### config.mk
export PLATFORM = sky130hd
export DESIGN_NAME = muxn_pipe_reg_flat
export DESIGN_NICKNAME = d
export VERILOG_FILES = /design/src/rtl/muxn_pipe_reg_if.sv /design/src/rtl/muxn_pipe_reg.sv /design/src/flat_wrapper.sv
export SDC_FILE = /design/constraint.sdc
export NUM_CORES = 1
export LEC_CHECK = 0
export ABC_AREA = 1
export BUFFER_PORTS_ARGS = -buffer_cell sky130_fd_sc_hd__buf_2
export CORE_MARGIN = 2
export CORE_UTILIZATION = 47
export DETAILED_ROUTE_END_ITERATION = 12
export PLACE_DENSITY = 0.86
export SLEW_MARGIN = 10
export SYNTH_ARGS = -nofsm -noshare
export SYNTH_HDL_FRONTEND = slang
export SYNTH_SLANG_ARGS = --single-unit
### constraint.sdc
create_clock -name clk -period 1.85 [get_ports clk]
set_input_delay 0.37 -clock clk [delete_from_list [all_inputs] [get_ports clk]]
set_output_delay 0.37 -clock clk [all_outputs]
set_load 0.02 [all_outputs]
### src/rtl/muxn_pipe_reg_if.sv
// Handshake bundle for muxn_pipe_reg: selector inputs, flush and the
// flow-controlled output stage.
interface muxn_pipe_reg_if #(
    parameter int WIDTH  = 32,
    parameter int NUM_IN = 4
);
    localparam int SEL_W = (NUM_IN > 2) ? $clog2(NUM_IN) : 1;

    logic [NUM_IN*WIDTH-1:0] in_data;
    logic [SEL_W-1:0]        sel;
    logic                    in_valid;
    logic                    in_ready;
    logic [WIDTH-1:0]        out_data;
    logic                    out_valid;
    logic                    out_ready;
    logic                    flush;

    modport master (
        output in_data, sel, in_valid, out_ready, flush,
        input  in_ready, out_data, out_valid
    );

    modport slave (
        input  in_data, sel, in_valid, out_ready, flush,
        output in_ready, out_data, out_valid
    );
endinterface

### src/rtl/muxn_pipe_reg.sv
// N:1 selector feeding a 2-entry skid buffer with registered in_ready.
// Define MUXN_SEL_ERR_EN to add the sticky sel_err flag and err_cnt counter.
module muxn_pipe_reg #(
    parameter int WIDTH  = 32,
    parameter int NUM_IN = 4
) (
    input  logic               clk,
    input  logic               rst,
    muxn_pipe_reg_if.slave     bus
`ifdef MUXN_SEL_ERR_EN
    ,
    output logic               sel_err,
    output logic [7:0]         err_cnt
`endif
);
    localparam logic [1:0] S_EMPTY = 2'd0;
    localparam logic [1:0] S_ONE   = 2'd1;
    localparam logic [1:0] S_TWO   = 2'd2;

    logic [1:0]       state_q, state_d;
    logic [WIDTH-1:0] main_q, main_d;
    logic [WIDTH-1:0] skid_q, skid_d;
    logic             rdy_q, rdy_d;
    logic [WIDTH-1:0] word;
    logic             sel_oor;
    logic             accept;
    logic             pop;

    // Out-of-range select falls through every compare and leaves word at 0.
    always_comb begin
        word = '0;
        for (int k = 0; k < NUM_IN; k++) begin
            if (int'(bus.sel) == k) word = bus.in_data[k*WIDTH +: WIDTH];
        end
    end

    assign sel_oor = int'(bus.sel) >= NUM_IN;
    assign accept  = bus.in_valid & rdy_q;
    assign pop     = (state_q != S_EMPTY) & bus.out_ready;

    always_comb begin
        state_d = state_q;
        main_d  = main_q;
        skid_d  = skid_q;
        if (bus.flush) begin
            state_d = S_EMPTY;
        end else begin
            unique case (state_q)
                S_EMPTY: begin
                    if (accept) begin
                        state_d = S_ONE;
                        main_d  = word;
                    end
                end
                S_ONE: begin
                    if (accept && !pop) begin
                        state_d = S_TWO;
                        skid_d  = word;
                    end else if (accept && pop) begin
                        main_d  = word;
                    end else if (pop) begin
                        state_d = S_EMPTY;
                    end
                end
                S_TWO: begin
                    if (pop) begin
                        state_d = S_ONE;
                        main_d  = skid_q;
                    end
                end
                default: state_d = S_EMPTY;
            endcase
        end
        rdy_d = (state_d != S_TWO);
    end

    always_ff @(posedge clk or negedge rst) begin
        if (!rst) begin
            state_q <= S_EMPTY;
            main_q  <= '0;
            skid_q  <= '0;
            rdy_q   <= 1'b1;
        end else begin
            state_q <= state_d;
            main_q  <= main_d;
            skid_q  <= skid_d;
            rdy_q   <= rdy_d;
        end
    end

    assign bus.in_ready  = rdy_q;
    assign bus.out_valid = (state_q != S_EMPTY);
    assign bus.out_data  = main_q;

`ifdef MUXN_SEL_ERR_EN
    logic       sel_err_q, sel_err_d;
    logic [7:0] err_cnt_q, err_cnt_d;
    logic       err_hit;

    // A word dropped by flush never entered the pipe, so it is not an error.
    assign err_hit = accept & ~bus.flush & sel_oor;

    always_comb begin
        sel_err_d = sel_err_q | err_hit;
        err_cnt_d = err_cnt_q;
        if (err_hit && err_cnt_q != 8'hFF) err_cnt_d = err_cnt_q + 8'd1;
    end

    always_ff @(posedge clk or negedge rst) begin
        if (!rst) begin
            sel_err_q <= 1'b0;
            err_cnt_q <= 8'd0;
        end else begin
            sel_err_q <= sel_err_d;
            err_cnt_q <= err_cnt_d;
        end
    end

    assign sel_err = sel_err_q;
    assign err_cnt = err_cnt_q;
`else
    logic unused_oor;
    assign unused_oor = sel_oor;
`endif
endmodule

### src/flat_wrapper.sv
// flat-port wrapper written by rule: the top's interface ports become plain ports
module muxn_pipe_reg_flat 
#(
    parameter int WIDTH  = 32,
    parameter int NUM_IN = 4
)
  (clk, rst, bus_in_data, bus_sel, bus_in_valid, bus_out_ready, bus_flush, bus_in_ready, bus_out_data, bus_out_valid);
  muxn_pipe_reg_if #(.WIDTH(WIDTH), .NUM_IN(NUM_IN)) bus_i ();
  input  logic clk;
  input  logic rst;
  input wire logic [$bits(bus_i.in_data)-1:0] bus_in_data;
  input wire logic [$bits(bus_i.sel)-1:0] bus_sel;
  input wire logic [$bits(bus_i.in_valid)-1:0] bus_in_valid;
  input wire logic [$bits(bus_i.out_ready)-1:0] bus_out_ready;
  input wire logic [$bits(bus_i.flush)-1:0] bus_flush;
  output wire logic [$bits(bus_i.in_ready)-1:0] bus_in_ready;
  output wire logic [$bits(bus_i.out_data)-1:0] bus_out_data;
  output wire logic [$bits(bus_i.out_valid)-1:0] bus_out_valid;
  assign bus_i.in_data = bus_in_data;
  assign bus_i.sel = bus_sel;
  assign bus_i.in_valid = bus_in_valid;
  assign bus_i.out_ready = bus_out_ready;
  assign bus_i.flush = bus_flush;
  assign bus_in_ready = bus_i.in_ready;
  assign bus_out_data = bus_i.out_data;
  assign bus_out_valid = bus_i.out_valid;
  muxn_pipe_reg #(.WIDTH(WIDTH), .NUM_IN(NUM_IN)) u_core (.clk(clk), .rst(rst), .bus(bus_i));
endmodule
# == After elaboration in Yosys (flattened, before gate mapping) ==
# Cells that the tools add are included.
# op_classes
eq_ne,10
muxes,16
bitwise,3
reduce_logical,9
# op_table
cell,n
$mux 32,8
$pmux 32 s3,1
$mux 2,6
$eq 2x2->1 const B,3
$ne 2x1->1 const B,3
$pmux 2 s3,1
$reduce_and 6->1,1
$eq 2x1->1 const B,2
$logic_not 2->1,2
$ne 2x2->1 const B,2
$reduce_and 3->1,1
$reduce_bool 3->1,1
$and 1x1->1,2
$logic_and 1x1->1,2
$reduce_bool 2->1,1
$logic_not 1->1,1
$not 1->1,1
# word_totals
regBits,67
in_bits,135
out_inout_bits,34
wordCells,42

# == Depth between registers and ports, before layout ==
# Gate-level depths: netlist (run 1).
# logic_depth
word_depth,8
mapped_depth,9

# == Worst setup path after synthesis (run 1) ==
# No wires, ideal clock.
# synth_timing
kind,reg2reg
from,register u_core.rdy_q (netlist: u_core.bus.in_ready)
to,register u_core.skid_q[10]
setup_ns,0.123
arrival_time_ns,1.326
setup_slack_ns,0.401
path_stages_with_launch,7
synth_period_minus_slack_ns,1.449
cell_sequence,dfstp_2 -> nand2_1 -> nor3_1 -> nand2_2 -> buf_2 -> nand2_1 -> o21ai_1
# synth_between
elab_chain_len,3
# synth_rtl
item,line,source
start: declaration,muxn_pipe_reg.sv:23,"logic rdy_q, rdy_d;"
start signal: assignment,muxn_pipe_reg.sv:87,rdy_q <= rdy_d;
$and 1x1->1,muxn_pipe_reg.sv:38,assign accept = bus.in_valid & rdy_q;
$logic_and 1x1->1,muxn_pipe_reg.sv:56,if (accept && !pop) begin
$reduce_and 3->1 (no line),n/a,
end signal: assignment,muxn_pipe_reg.sv:86,skid_q <= skid_d;
end: declaration,muxn_pipe_reg.sv:22,"logic [WIDTH-1:0] skid_q, skid_d;"
# Every way passes these cells.
# A chain may end at the register's enable or synchronous reset.

# == Worst setup path after layout (run 1) ==
# layout_timing
from,register u_core.rdy_q (netlist: u_core.bus.in_ready)
to,register u_core.skid_q[16]
# The elaborated chain is that of the path after synthesis.

==> results of run 1 <==
==> report_power, final <==
group / leakage (nW) / switching [mW] / internal [mW]
Clock: 0.0860 / 0.532 / 0.510
Sequential: 0.841 / 0.191 / 1.82
Combinational: 1.95 / 0.771 / 0.487
==> Yosys cell counts (all sizes together) <==
master / count
nand2: 234
dfrtp: 66
nor2: 66
o21ai: 65
nand3: 64
or2: 32
buf: 25
clkbuf: 14
inv: 6
a21oi: 4
nor3: 2
dfstp: 1
==> final cells by class <==
class	count	area (sq um)
Clock inverter	3	15.0
Multi-Input combinational cell	467	2010
Timing Repair Buffer	182	996
Fill cell	726	3130
Sequential cell	67	1680
Inverter	6	22.5
Antenna cell	1	2.50
Tap cell	105	131
Clock buffer	12	145
==> flip-flops by register name (all words and copies together), names as in the netlist <==
signal               flops
u_core.bus.out_data     32
u_core.skid_q           32
u_core.state_q           2
u_core.bus.in_ready      1
==> path summary, 6_finish.rpt <==
check	endpoint	cells past startpoint	slack, ns	start
worst min-delay path	u_core.bus.out_data[7]	2	0.04	rst
max in group asynchronous	u_core.bus.in_ready	2	1.47	rst
min in group clk	u_core.state_q[0]	2	0.25	bus_flush
worst max register to register	u_core.skid_q[16]	6	0.31	u_core.bus.in_ready
worst max-delay path	u_core.skid_q[16]	6	0.31	u_core.bus.in_ready
worst min register to register	u_core.bus.out_data[19]	2	0.47	u_core.bus.out_data[19]
==> kinds of logic (layout without fill, tap and decap cells) <==
kind of cell | count (synthesis) | after routing
AO/OA/AOI/OAI | 69 | 69
AND/OR/NAND/NOR | 398 | 398
other | 0 | 1
buffers and inverters | 45 | 203
flip-flops | 67 | 67
==> routing by layer <==
layer  up-vias  GRT usage (%)  part of all wire, %
met5         -              0                    0
met2       193           44.1                   50
met1      1989           31.9                   41
met4         0           9.42                  1.7
li1       2153              -                    -
met3        23           4.39                  6.4
==> through the flow <==
stage / hold WS [ns] / util (%) / total power [mW] / setup WS, ns
floorplan: 0.0744 / - / 2.77 / 0.401
global placement: 0.410 / 59.5 / 3.23 / 0.358
detailed placement: 0.425 / 59.5 / 3.29 / 0.290
CTS: 0.0565 / 61.5 / 4.33 / 0.329
global route: 0.0737 / 61.5 / 4.57 / 0.190
finish: 0.0441 / 61.5 / 4.31 / 0.314
==> worst max-delay path: stages (launching register included) <==
cell     delay [ns]
dfstp_2        0.53
nand2_1        0.10
nor3_1         0.27
nand2_2        0.12
buf_12         0.21
nand2_1        0.09
o21ai_1        0.06
==> impl_metrics.env, run 1 <==
export IMPL_htreeDepth=3
export IMPL_post_cts_buffers=0
export IMPL_overflow=0
export IMPL_clk_pin_slew_ns=0.08
export IMPL_dp_final_hpwl_mm=8.04
export IMPL_dieArea_sq_um=9010
export IMPL_fp_dieW_microns=94.9
export IMPL_yosysWarnings=0
export IMPL_synth_cells=579
export IMPL_peakVddDrop_mv=0.378
export IMPL_synth_top_area_cell="dfrtp_1"
export IMPL_final_hold_viol_count=0
export IMPL_initial_utilization_pct=47.8
export IMPL_final_common_cell="nand2_1"
export IMPL_clock_latency_ns=0.34
export IMPL_ys_ff_latch=67
export IMPL_period_needed_ns=1.54
export IMPL_finClkSkew_ns=0.00947
export IMPL_grt_total_usage_pct=25.5
export IMPL_synthAdderAreaFrac_pct=0
export IMPL_drcViolationCount=0
export IMPL_cts_buffers=9
export IMPL_criticalPathCategory="reg -> reg"
export IMPL_drt_total_wl_mm=11.5
export IMPL_finalInstanceArea_sq_um=5000
export IMPL_critPathArrivalTime_ns=1.75
export IMPL_mostFrequentLayoutCells="231 x nand2_1, 168 x buf_2, 66 x dfrtp_1, 65 x nor2_1, 64 x nand3_1"
export IMPL_drive_gt1_share_pct=27.7
export IMPL_drt_iter0_drc=209
export IMPL_final_antenna_net_count=0
export IMPL_synth_top_family_by_area="simple AND/OR/NAND/NOR gates"
export IMPL_grt_setup_unrepaired="no"
export IMPL_tns_ns=0
export IMPL_antenna_found_initial=1
export IMPL_final_cells=843
export IMPL_root_buffer="clkbuf_8"
export IMPL_dpl_cell_area_sq_um=4840
export IMPL_maxSlewHeadroom_pct=71.5
export IMPL_cts_resized=0
export IMPL_outcome="finished, final reports clean"
export IMPL_ctsHoldBuffers=0
export IMPL_slew_viol_final=0
export IMPL_rows=33
export IMPL_hold_path_class="in -> async"
export IMPL_synth_nets=714
export IMPL_cts_tree="done"
export IMPL_synthToLayoutAreaGrowth_pct=28.7
export IMPL_grt_pass1_vias=3831
export IMPL_core_sq_um=8130
export IMPL_seq_area_frac_synth_pct=43.2
export IMPL_fin_crit_sh_pct=83.0
export IMPL_place_congestion=0.810
export IMPL_fmax_ghz=0.651
export IMPL_firstDrtPassIters=5
export IMPL_routedWlPerCell_microns=13.6
export IMPL_muxShareOfSynthArea_pct=0
export IMPL_dieHeight_microns=94.9
export IMPL_grt_pass1_wl_mm=17.9
export IMPL_clock_sinks=67
export IMPL_synth_xor_area_share_pct=0
export IMPL_synth_top_area_share_pct=42.5
export IMPL_cp_end_kind="flop"
export IMPL_vias_per_cell=5.17
export IMPL_ioPinCount=169
export IMPL_p_per_area_nw_per_um2=862
export IMPL_tightestPinTransition_ns=0.427
export IMPL_setup_viol=0
export IMPL_synth_area_sq_um=3890
export IMPL_synth_simple_area_share_pct=42.8
export IMPL_leakage_nw=2.87
export IMPL_cp_start_kind="flop"
export IMPL_crit_fanout=64
export IMPL_final_nets=868
export IMPL_worstPathRequired_ns=2.06
export IMPL_synth_area_leaders="dfrtp_1 42%, nand2_1 22%, nand3_1 8.2%"
export IMPL_io_buffers=168
export IMPL_grt_max_degree=68
export IMPL_synth_avg_cell_area_sq_um=6.71
export IMPL_cap_viol_max_count=0
export IMPL_ctsLongestPathBuffers=2
export IMPL_synth_compound_area_share_pct=8.89
export IMPL_ys_types=19
export IMPL_dp_cells=827
export IMPL_num_vias=4358
(Power assumes the default switching activity.)
==> run 2, diff against run 1 <==
CORE_UTILIZATION = 43   (was 47)
PLACE_DENSITY = 0.83   (was 0.86)
clock period = 1.3 ns   (was 1.85 ns; I/O delays follow)
==> run 2 against run 1 <==
The run now ends with negative setup slack left. Combinational power is 60% higher. Register-to-register slack worse by 0.44 ns. Via count is 3.8% higher. Global-route usage is 0.21 points lower. Clock power is 70% higher. Critical endpoint is now u_core.skid_q[31]. Largest cell class unchanged. Highest routed layer unchanged.
==> impl_metrics.env, run 2 (synthesis results as in run 1) <==
export IMPL_leakage_nw=3.08
export IMPL_critPathArrivalTime_ns=1.64
export IMPL_final_common_cell="nand2_1"
export IMPL_outcome="finished with violations"
export IMPL_fin_ws_ns=-0.121
export IMPL_grt_setup_unrepaired="yes"
export IMPL_hold_ws_ns=0.206
export IMPL_core_sq_um=8760
export IMPL_firstDrtPassIters=5
export IMPL_cap_viol_max_count=0
export IMPL_slowest_stage="dfrtp_1"
export IMPL_htreeDepth=3
export IMPL_cp_start_kind="flop"
export IMPL_clock_sinks=67
export IMPL_criticalPathCategory="reg -> reg"
export IMPL_drt_total_wl_mm=13.2
export IMPL_worstPathRequired_ns=1.52
export IMPL_dpl_cell_area_sq_um=4960
export IMPL_ioPinCount=169
export IMPL_routedWlPerCell_microns=15.2
export IMPL_root_buffer="clkbuf_8"
export IMPL_tns_ns=-4.56
export IMPL_drt_iter0_drc=176
export IMPL_grt_total_usage_pct=25.3
export IMPL_clock_latency_ns=0.34
export IMPL_final_nets=887
export IMPL_critPathTopFamily="flip-flops"
export IMPL_dieArea_sq_um=9810
export IMPL_drive_gt1_share_pct=36.2
export IMPL_rows=34
export IMPL_place_congestion=0.816
export IMPL_violations="negative setup slack"
export IMPL_finClkSkew_ns=0.00884
export IMPL_grt_pass1_wl_mm=20.0
export IMPL_register_area_sq_um=1680
export IMPL_antenna_found_initial=0
export IMPL_mostFrequentLayoutCells="219 x nand2_1, 167 x buf_2, 66 x dfrtp_1, 64 x nand3_1, 44 x nor2_1"
export IMPL_dieHeight_microns=99.1
export IMPL_crit_chain="buf_6, nor3_4, nand2_4, clkbuf_16, nand2_2, o21ai_1"
export IMPL_fmax_ghz=0.704
export IMPL_cp_end_kind="flop"
export IMPL_fp_dieW_microns=99.1
export IMPL_cts_tree="done"
export IMPL_drcViolationCount=0
export IMPL_setup_viol=66
export IMPL_antenna_cells=0
export IMPL_dp_final_hpwl_mm=8.95
export IMPL_power_total_mw=6.69
export IMPL_fin_crit_sh_pct=109
export IMPL_num_vias=4525
export IMPL_clk_pin_slew_ns=0.08
export IMPL_finalInstanceArea_sq_um=5520
export IMPL_multi_input_area_sq_um=2210
export IMPL_overflow=0
export IMPL_crit_fanout=16
export IMPL_peakVddDrop_mv=0.560
export IMPL_n_fill_cell=791
export IMPL_final_hold_viol_count=0
export IMPL_ctsLongestPathBuffers=2
export IMPL_worst_path_buf_inv=2
export IMPL_tightestPinTransition_ns=0.447
export IMPL_cts_buffers=9
export IMPL_grt_max_degree=34
export IMPL_utilization_pct=63.0
export IMPL_vias_per_cell=5.23
export IMPL_hold_path_class="in -> reg"
export IMPL_grt_pass1_vias=4300
export IMPL_slew_viol_final=0
export IMPL_period_needed_ns=1.42
export IMPL_cp_slowest_stage_delay_ns=0.44
export IMPL_synthToLayoutAreaGrowth_pct=42.1
export IMPL_maxSlewHeadroom_pct=70.1
export IMPL_final_antenna_net_count=0
export IMPL_initial_utilization_pct=44.3
export IMPL_io_buffers=168
export IMPL_p_per_area_nw_per_um2=1210
==> run 2: final timing paths <==
path	from	end	slack, ns	cells past startpoint
max	u_core.state_q[1]	u_core.skid_q[31]	-0.12	6
min	bus_flush	u_core.state_q[0]	0.21	2
max reg2reg	u_core.state_q[1]	u_core.skid_q[31]	-0.12	6
min reg2reg	u_core.bus.out_data[1]	u_core.bus.out_data[1]	0.48	2
max in group asynchronous	rst	u_core.bus.in_ready	0.37	3
min in group asynchronous	rst	u_core.bus.out_data[23]	0.40	2
==> run 2: area by class of cell <==
class	count	area share (%)
Clock inverter	6	1.18
Sequential cell	67	30.4
Timing Repair Buffer	201	23.1
Clock buffer	10	2.49
Inverter	6	0.408
Multi-Input combinational cell	467	40.0
Tap cell	108	2.45
==> run 2: power by group <==
part | switching [mW] | total [mW] | internal (mW)
clock | 0.833 | 1.77 | 0.938
combinational | 1.19 | 2.01 | 0.821
sequential | 0.312 | 2.90 | 2.59
==> run 2: worst reg2reg max path, cell delays in order (launching register included) <==
cell and delay (ns):
dfrtp_1 0.44, buf_6 0.16, nor3_4 0.22, nand2_4 0.15, clkbuf_16 0.22, nand2_2 0.07, o21ai_1 0.05
==> run 2: metal layers <==
metal,vias up,global-route usage [%],share of wire (%)
li1,2189,-,-
met1,2122,31.5,39
met2,190,44.6,53
met3,24,3.26,6.5
met4,0,9.59,1.9
met5,-,0,0
==> run 2: timing repair <==
item / 4_1_cts / 5_1_grt
cloned: 1 / 4
hold buffers: 1 / 0
buffers inserted: 4 / 1
endpoints found under the setup margin: 66 / 67
resized for setup: 21 / 38
hold endpoints to repair: 15 / 0
pin swaps: 1 / 2
==> run 2: stage by stage <==
step / setup WS (ns) / cells
3_3_place_gp: -0.127 / 838
2_1_floorplan: -0.0428 / 579
5_1_grt: -0.138 / 865
3_5_place_dp: -0.207 / 838
4_1_cts: -0.0530 / 860
6_report: -0.121 / 865
